File: src/rtl/gol_pkg.sv
// Shared definitions for the Game-of-Life pattern loader: grid geometry,
// pattern numbering, loader states and the 16-entry preset ROM.
// No ports; imported by the loader, its ROM and the write interface.
package gol_pkg;

    localparam int unsigned GRID_W = 8;
    localparam int unsigned GRID_H = 8;
    localparam int unsigned ROW_W  = $clog2(GRID_H);
    localparam int unsigned PAT_N  = 16;
    localparam int unsigned PAT_W  = $clog2(PAT_N);

    typedef logic [GRID_W-1:0] row_t;

    typedef enum logic [PAT_W-1:0] {
        PAT_CLEAR   = 4'h0,
        PAT_GLIDER  = 4'h1,
        PAT_BLINKER = 4'h2,
        PAT_BLOCK   = 4'h3,
        PAT_BEACON  = 4'h4,
        PAT_TOAD    = 4'h5,
        PAT_LWSS    = 4'h6,
        PAT_RPENT   = 4'h7,
        PAT_FULL    = 4'h8,
        PAT_CHECKER = 4'h9,
        PAT_DIAG    = 4'ha,
        PAT_BORDER  = 4'hb,
        PAT_HLINE   = 4'hc,
        PAT_VLINE   = 4'hd,
        PAT_CROSS   = 4'he,
        PAT_CORNER  = 4'hf
    } pattern_e;

    typedef enum logic [1:0] {
        ST_IDLE     = 2'd0,
        ST_LOAD     = 2'd1,
        ST_DONE     = 2'd2,
        ST_WAIT_REL = 2'd3
    } ld_state_e;

    // Row data, bit 7 = leftmost column; index order is [pattern][row].
    localparam row_t PAT_ROM [PAT_N][GRID_H] = '{
        '{8'h00, 8'h00, 8'h00, 8'h00, 8'h00, 8'h00, 8'h00, 8'h00}, // clear
        '{8'h40, 8'h20, 8'he0, 8'h00, 8'h00, 8'h00, 8'h00, 8'h00}, // glider
        '{8'h00, 8'h00, 8'h00, 8'h1c, 8'h00, 8'h00, 8'h00, 8'h00}, // blinker
        '{8'h00, 8'h00, 8'h00, 8'h18, 8'h18, 8'h00, 8'h00, 8'h00}, // block
        '{8'h00, 8'h60, 8'h60, 8'h18, 8'h18, 8'h00, 8'h00, 8'h00}, // beacon
        '{8'h00, 8'h00, 8'h38, 8'h70, 8'h00, 8'h00, 8'h00, 8'h00}, // toad
        '{8'h00, 8'h00, 8'h24, 8'h40, 8'h44, 8'h78, 8'h00, 8'h00}, // LWSS
        '{8'h00, 8'h00, 8'h0c, 8'h18, 8'h08, 8'h00, 8'h00, 8'h00}, // R-pentomino
        '{8'hff, 8'hff, 8'hff, 8'hff, 8'hff, 8'hff, 8'hff, 8'hff}, // full
        '{8'haa, 8'h55, 8'haa, 8'h55, 8'haa, 8'h55, 8'haa, 8'h55}, // checkerboard
        '{8'h80, 8'h40, 8'h20, 8'h10, 8'h08, 8'h04, 8'h02, 8'h01}, // diagonal
        '{8'hff, 8'h81, 8'h81, 8'h81, 8'h81, 8'h81, 8'h81, 8'hff}, // border
        '{8'h00, 8'h00, 8'h00, 8'h00, 8'hff, 8'h00, 8'h00, 8'h00}, // horizontal line
        '{8'h10, 8'h10, 8'h10, 8'h10, 8'h10, 8'h10, 8'h10, 8'h10}, // vertical line
        '{8'h81, 8'h42, 8'h24, 8'h18, 8'h18, 8'h24, 8'h42, 8'h81}, // X cross
        '{8'h80, 8'h00, 8'h00, 8'h00, 8'h00, 8'h00, 8'h00, 8'h00}  // top-left cell
    };

endpackage

File: src/rtl/gol_pattern_loader_if.sv
// Row-write channel from the pattern loader into the Game-of-Life grid.
// master (loader): drives wr_en, wr_row, wr_data; samples wr_ready.
// slave  (grid)  : samples the write, drives wr_ready.
interface gol_pattern_loader_if;

    logic                        wr_en;
    logic [gol_pkg::ROW_W-1:0]   wr_row;
    logic [gol_pkg::GRID_W-1:0]  wr_data;
    logic                        wr_ready;

    modport master (
        output wr_en,
        output wr_row,
        output wr_data,
        input  wr_ready
    );

    modport slave (
        input  wr_en,
        input  wr_row,
        input  wr_data,
        output wr_ready
    );

endinterface

File: src/rtl/gol_pattern_rom.sv
// Combinational preset lookup: (pattern, row) -> 8-bit row of cells.
// pat_i  : pattern number
// row_i  : row index, 0 = top
// data_o : row cells, bit 7 = column 0
module gol_pattern_rom
    import gol_pkg::*;
(
    input  logic [PAT_W-1:0]  pat_i,
    input  logic [ROW_W-1:0]  row_i,
    output logic [GRID_W-1:0] data_o
);

    assign data_o = PAT_ROM[pat_i][row_i];

endmodule

File: src/rtl/gol_pattern_loader.sv
// Turns the keypad's repeating draw strobe into exactly one 8-row preset load
// into the Game-of-Life grid per key press, with busy/done status for the engine.
// clk, rst  : clock, synchronous active-high reset
// pattern   : pattern number from the keypad selector
// draw      : draw strobe, re-pulses every scan while the key is held
// wr        : row-write channel (master side)
// busy      : high while rows are being written
// done      : one-cycle pulse after the last row is accepted
module gol_pattern_loader
    import gol_pkg::*;
#(
    parameter int unsigned HOLDOFF = 8
) (
    input  logic                  clk,
    input  logic                  rst,
    input  logic [PAT_W-1:0]      pattern,
    input  logic                  draw,
    gol_pattern_loader_if.master  wr,
    output logic                  busy,
    output logic                  done
);

    localparam int unsigned REL_W = $clog2(HOLDOFF + 1);

    ld_state_e          state_q;
    logic [PAT_W-1:0]   sel_q;
    logic [PAT_W-1:0]   load_pat_q;
    logic [ROW_W-1:0]   row_q;
    logic [ROW_W-1:0]   row_d;
    logic [REL_W-1:0]   rel_q;
    logic               wr_en_q;
    logic [ROW_W-1:0]   wr_row_q;
    logic [GRID_W-1:0]  wr_data_q;
    logic               busy_q;
    logic               done_q;

    logic               accept_c;
    logic [PAT_W-1:0]   rom_pat_c;
    logic [ROW_W-1:0]   rom_row_c;
    logic [GRID_W-1:0]  rom_data_c;

    // ROM is addressed one row ahead so wr_data can be registered with the row it belongs to.
    always_comb begin
        accept_c  = wr_en_q && wr.wr_ready;
        row_d     = row_q + ROW_W'(1);
        rom_pat_c = load_pat_q;
        rom_row_c = row_d;
        if (state_q == ST_IDLE) begin
            rom_pat_c = sel_q;
            rom_row_c = '0;
        end
    end

    gol_pattern_rom u_rom (
        .pat_i  (rom_pat_c),
        .row_i  (rom_row_c),
        .data_o (rom_data_c)
    );

    // Loader FSM, selection latch, row/release counters and registered outputs.
    always_ff @(posedge clk) begin
        if (rst) begin
            state_q    <= ST_IDLE;
            sel_q      <= '0;
            load_pat_q <= '0;
            row_q      <= '0;
            rel_q      <= '0;
            wr_en_q    <= 1'b0;
            wr_row_q   <= '0;
            wr_data_q  <= '0;
            busy_q     <= 1'b0;
            done_q     <= 1'b0;
        end else begin
            // The selector zeroes pattern when draw rises, so only track it while draw is low.
            if (!draw) begin
                sel_q <= pattern;
            end
            done_q <= 1'b0;

            case (state_q)
                ST_IDLE: begin
                    if (draw) begin
                        load_pat_q <= sel_q;
                        row_q      <= '0;
                        wr_en_q    <= 1'b1;
                        wr_row_q   <= '0;
                        wr_data_q  <= rom_data_c;
                        busy_q     <= 1'b1;
                        state_q    <= ST_LOAD;
                    end
                end
                ST_LOAD: begin
                    if (accept_c) begin
                        if (row_q == ROW_W'(GRID_H - 1)) begin
                            row_q     <= '0;
                            wr_en_q   <= 1'b0;
                            wr_row_q  <= '0;
                            wr_data_q <= '0;
                            busy_q    <= 1'b0;
                            done_q    <= 1'b1;
                            state_q   <= ST_DONE;
                        end else begin
                            row_q     <= row_d;
                            wr_row_q  <= row_d;
                            wr_data_q <= rom_data_c;
                        end
                    end
                end
                ST_DONE: begin
                    rel_q   <= '0;
                    state_q <= ST_WAIT_REL;
                end
                ST_WAIT_REL: begin
                    // A held key re-pulses draw every scan and keeps clearing this count.
                    if (draw) begin
                        rel_q <= '0;
                    end else if (rel_q == REL_W'(HOLDOFF - 1)) begin
                        rel_q   <= '0;
                        state_q <= ST_IDLE;
                    end else begin
                        rel_q <= rel_q + REL_W'(1);
                    end
                end
                default: begin
                    state_q <= ST_IDLE;
                end
            endcase
        end
    end

    assign wr.wr_en   = wr_en_q;
    assign wr.wr_row  = wr_row_q;
    assign wr.wr_data = wr_data_q;
    assign busy       = busy_q;
    assign done       = done_q;

endmodule

File: src/flat_wrapper.sv
// flat-port wrapper written by rule: the top's interface ports become plain ports
module gol_pattern_loader_flat import gol_pkg::*;
#(
    parameter int unsigned HOLDOFF = 8
)
  (clk, rst, pattern, draw, busy, done, wr_wr_en, wr_wr_row, wr_wr_data, wr_wr_ready);
  gol_pattern_loader_if wr_i ();
  input  logic clk;
  input  logic rst;
  input  logic [PAT_W-1:0] pattern;
  input  logic draw;
  output logic busy;
  output logic done;
  output wire logic [$bits(wr_i.wr_en)-1:0] wr_wr_en;
  output wire logic [$bits(wr_i.wr_row)-1:0] wr_wr_row;
  output wire logic [$bits(wr_i.wr_data)-1:0] wr_wr_data;
  input wire logic [$bits(wr_i.wr_ready)-1:0] wr_wr_ready;
  assign wr_wr_en = wr_i.wr_en;
  assign wr_wr_row = wr_i.wr_row;
  assign wr_wr_data = wr_i.wr_data;
  assign wr_i.wr_ready = wr_wr_ready;
  gol_pattern_loader #(.HOLDOFF(HOLDOFF)) u_core (.clk(clk), .rst(rst), .pattern(pattern), .draw(draw), .wr(wr_i), .busy(busy), .done(done));
endmodule
File: config.mk
export PLATFORM = sky130hd
export DESIGN_NAME = gol_pattern_loader_flat
export DESIGN_NICKNAME = d
export VERILOG_FILES = /design/src/rtl/gol_pkg.sv /design/src/rtl/gol_pattern_loader_if.sv /design/src/rtl/gol_pattern_rom.sv /design/src/rtl/gol_pattern_loader.sv /design/src/flat_wrapper.sv
export SDC_FILE = /design/constraint.sdc
export NUM_CORES = 1
export LEC_CHECK = 0
export ABC_CLOCK_PERIOD_IN_PS = 2480
export BUFFER_PORTS_ARGS = -buffer_cell sky130_fd_sc_hd__buf_2
export CAP_MARGIN = 30
export CORE_MARGIN = 2
export CORE_UTILIZATION = 54
export DETAILED_ROUTE_END_ITERATION = 16
export PLACE_DENSITY = 0.76
export SLEW_MARGIN = 20
export SYNTH_ARGS = -nofsm -noshare
export SYNTH_HDL_FRONTEND = slang
export SYNTH_SLANG_ARGS = --single-unit
export TNS_END_PERCENT = 30
File: constraint.sdc
create_clock -name clk -period 2.48 [get_ports clk]
set_input_delay 0.124 -clock clk [delete_from_list [all_inputs] [get_ports clk]]
set_output_delay 0.124 -clock clk [all_outputs]
set_load 0.05 [all_outputs]
==> flow_summary.json <==
{
  "clk_pin_slew_ns": 0.11,
  "status": "complete, no violations",
  "yosysSeqAreaShare": 0.219,
  "hp-class": "input port to register",
  "setup.worst_path.end": "u_core.wr.wr_data[7]$_SDFFE_PP0P_",
  "grt_setup_unrepaired": "true",
  "vias": 2711,
  "min_from": "pattern[0]",
  "ys.flop_type": "dfxtp_1",
  "synth_seq_cells": 27,
  "crit_start": "u_core.state_q[0]$_SDFFE_PP0P_",
  "fin_util": 0.667,
  "post_cts_buffers": 0,
  "antenna_found_initial": 0,
  "synth_cells": 323,
  "maxSlewViolCount": 0,
  "grt_usage": 0.303,
  "wl_per_cell_um": 18.5,
  "ys_types": 66,
  "drive_gt1_frac": 0.247,
  "timing.setup.tns_ns": 0,
  "dp_hpwl_um": 5640,
  "period_minus_slack_ns": 2.41,
  "netlist_area_um2": 2470,
  "instances_no_fill": 413,
  "dpl.cell_count": 409,
  "finClkSkew_ns": 0.00359,
  "start_util": 0.564,
  "crit_type": "register to register",
  "worstPathRequired_ns": 2.67,
  "synth_top_area_frac": 0.219,
  "io_buffers": 21,
  "die_h_um": 71.7,
  "crit_path_start_kind": "register",
  "r2r-end": "u_core.wr.wr_data[7]$_SDFFE_PP0P_",
  "max_clock_freq_mhz": 415,
  "syn_nets": 346,
  "critPathSlowestCell": "a221oi_1",
  "fin_ws_ns": 0.0718,
  "crit-reg2reg-launch": "u_core.state_q[0]$_SDFFE_PP0P_",
  "power_density_nw_per_um2": 1040,
  "post_dp_cell_area_um2": 2820,
  "worst_slew_pin_slew_ns": 0.684,
  "route.detailed.drc": 0,
  "drt_iter0_markers": 297,
  "r2r_setup_slack_ns": 0.07,
  "numCtsBuffers": 3,
  "maxSlewHeadroom": 0.542,
  "synth_edf_count": 0,
  "end_kind": "register",
  "p_leak_nw": 1.20,
  "yosys.area.top_type": "dfxtp_1",
  "period_share": 0.971,
  "worstRegToRegCells": 9,
  "row_count": 24,
  "crit_fanout": 9,
  "grt_remaining_overflow": 0,
  "synthTopCellsByArea": "dfxtp_1 22%, ha_1 7.6%, mux2i_1 5.7%",
  "postSynthAreaPerCell_um2": 7.66,
  "antenna_cells": 0,
  "worstPathArrival_ns": 2.60,
  "cts_tree": "yes",
  "clock_sinks": 27,
  "dieArea_um2": 5140,
  "power_mw": 3.04,
  "vdd_drop_max_mv": 0.498,
  "dr.pass1.iters": 5,
  "setup_viol": 0,
  "hold_buffers": 0,
  "yosys.cell_count.top_type": "nand2_1",
  "placeableCoreArea_um2": 4380,
  "final_cell_area_um2": 2930,
  "clk_latency_ns": 0.29,
  "gp_congestion": 1.00,
  "hold_viol": 0,
  "fin_nets": 385,
  "cts_root_buf": "clkbuf_8",
  "clock_path_buffers": 2,
  "io_pins": 22,
  "wl_um": 7650,
  "place_ws_ns": -0.0881,
  "ys_async_sr_fraction": 0,
  "die_width_um": 71.7,
  "crit_top_cell": "buf_4",
  "htree_levels": 1,
  "max-cap-violations": 0,
  "whs_ns": 0.0602,
  "netlist_top_cells_count": "31 x nand2_1, 27 x a21oi_1, 27 x dfxtp_1",
  "yosys_warnings": 0,
  "viasPerCell": 6.56,
  "syn_to_final_growth_pct": 18.3,
  "grt_max_degree": 28,
  "critPathMaxStageDelay_ns": 0.34,
  "first_global_vias": 2420,
  "worstPathCellList": "inv_1 > ha_4 > mux2i_4 > buf_4 > ha_2 > buf_4 > a221oi_1 > a2111oi_2 > a221o_1",
  "ant_nets": 0,
  "grt_pass1_wl_um": 12400
}
cell usage in the layout (no fill, tap or decap), types with 5 or more instances in the layout:
cell type	n
a211oi_1	7
a21oi_1	27
a31oi_1	5
buf_2	21
buf_4	39
dfxtp_1	27
ha_1	11
inv_1	5
mux2i_1	13
nand2_1	31
nand2b_1	15
nand3_1	15
nand3b_1	5
nor2_1	26
nor2b_1	6
nor3_1	6
o211ai_1	6
o21ai_0	18
o221ai_1	5
layout make-up:
cell class              instances  area, um2
well taps                      52       65.1
fillers                       371       1460
repair buffers                 60        398
flip-flops and latches         27        541
inverters                       6       22.5
clock buffers                   3       41.3
multi-input cells             264       1850
clock inverters                 1       8.76
cell families after synthesis:
kind of cell               Yosys count  synth area share
and+or+nand+nor                    123             0.253
AOI/OAI and AO/OA                  106             0.296
buffers and inverters               32            0.0627
DFF                                 27             0.219
muxes                               19            0.0900
adders and majority gates           15            0.0759
xor gates and xnor gates             1           0.00354
layer usage:
metal | GRT usage | wire length (um)
met5 | 0 | 0
met4 | 0.0797 | 141
met3 | 0.0338 | 657
met2 | 0.477 | 3410
met1 | 0.440 | 3440
worst min-delay path by stage:
stage / slack, ns / end / depth (start not counted)
2_1_floorplan: 0.27 / u_core.sel_q[0]$_SDFFE_PP0N_ / 2
3_3_place_gp: 0.35 / u_core.sel_q[3]$_SDFFE_PP0N_ / 3
3_5_place_dp: 0.37 / u_core.sel_q[1]$_SDFFE_PP0N_ / 3
4_1_cts: 0.07 / u_core.sel_q[1]$_SDFFE_PP0N_ / 3
5_1_grt: 0.06 / u_core.sel_q[0]$_SDFFE_PP0N_ / 3
6_report: 0.06 / u_core.sel_q[0]$_SDFFE_PP0N_ / 3
timing repair:
item                                    in CTS  in global routing
pin swaps                                    0                  1
resized for setup                            2                 12
gates cloned                                 0                  0
endpoints found under the setup margin       4                  5
sequential cells by signal (all words and copies together), names as in the netlist:
name,cells
u_core.done,1
u_core.load_pat_q,4
u_core.rel_q,4
u_core.sel_q,4
u_core.state_q,2
u_core.wr.wr_data,8
u_core.wr.wr_en,1
u_core.wr.wr_row,3
report_power, final:
| part | internal [mW] | switching [mW] |
|---|---|---|
| registers | 0.497 | 0.0504 |
| clock network | 0.119 | 0.170 |
| logic | 0.852 | 1.35 |
critical path, delay by kind of cell (launching register included):
family,cells,cell delay [ns]
compound gates,3,0.70
fa+ha+maj,2,0.51
buf+inv,3,0.48
flops,1,0.33
mux,1,0.29
Power figures use the tool's default switching activity.
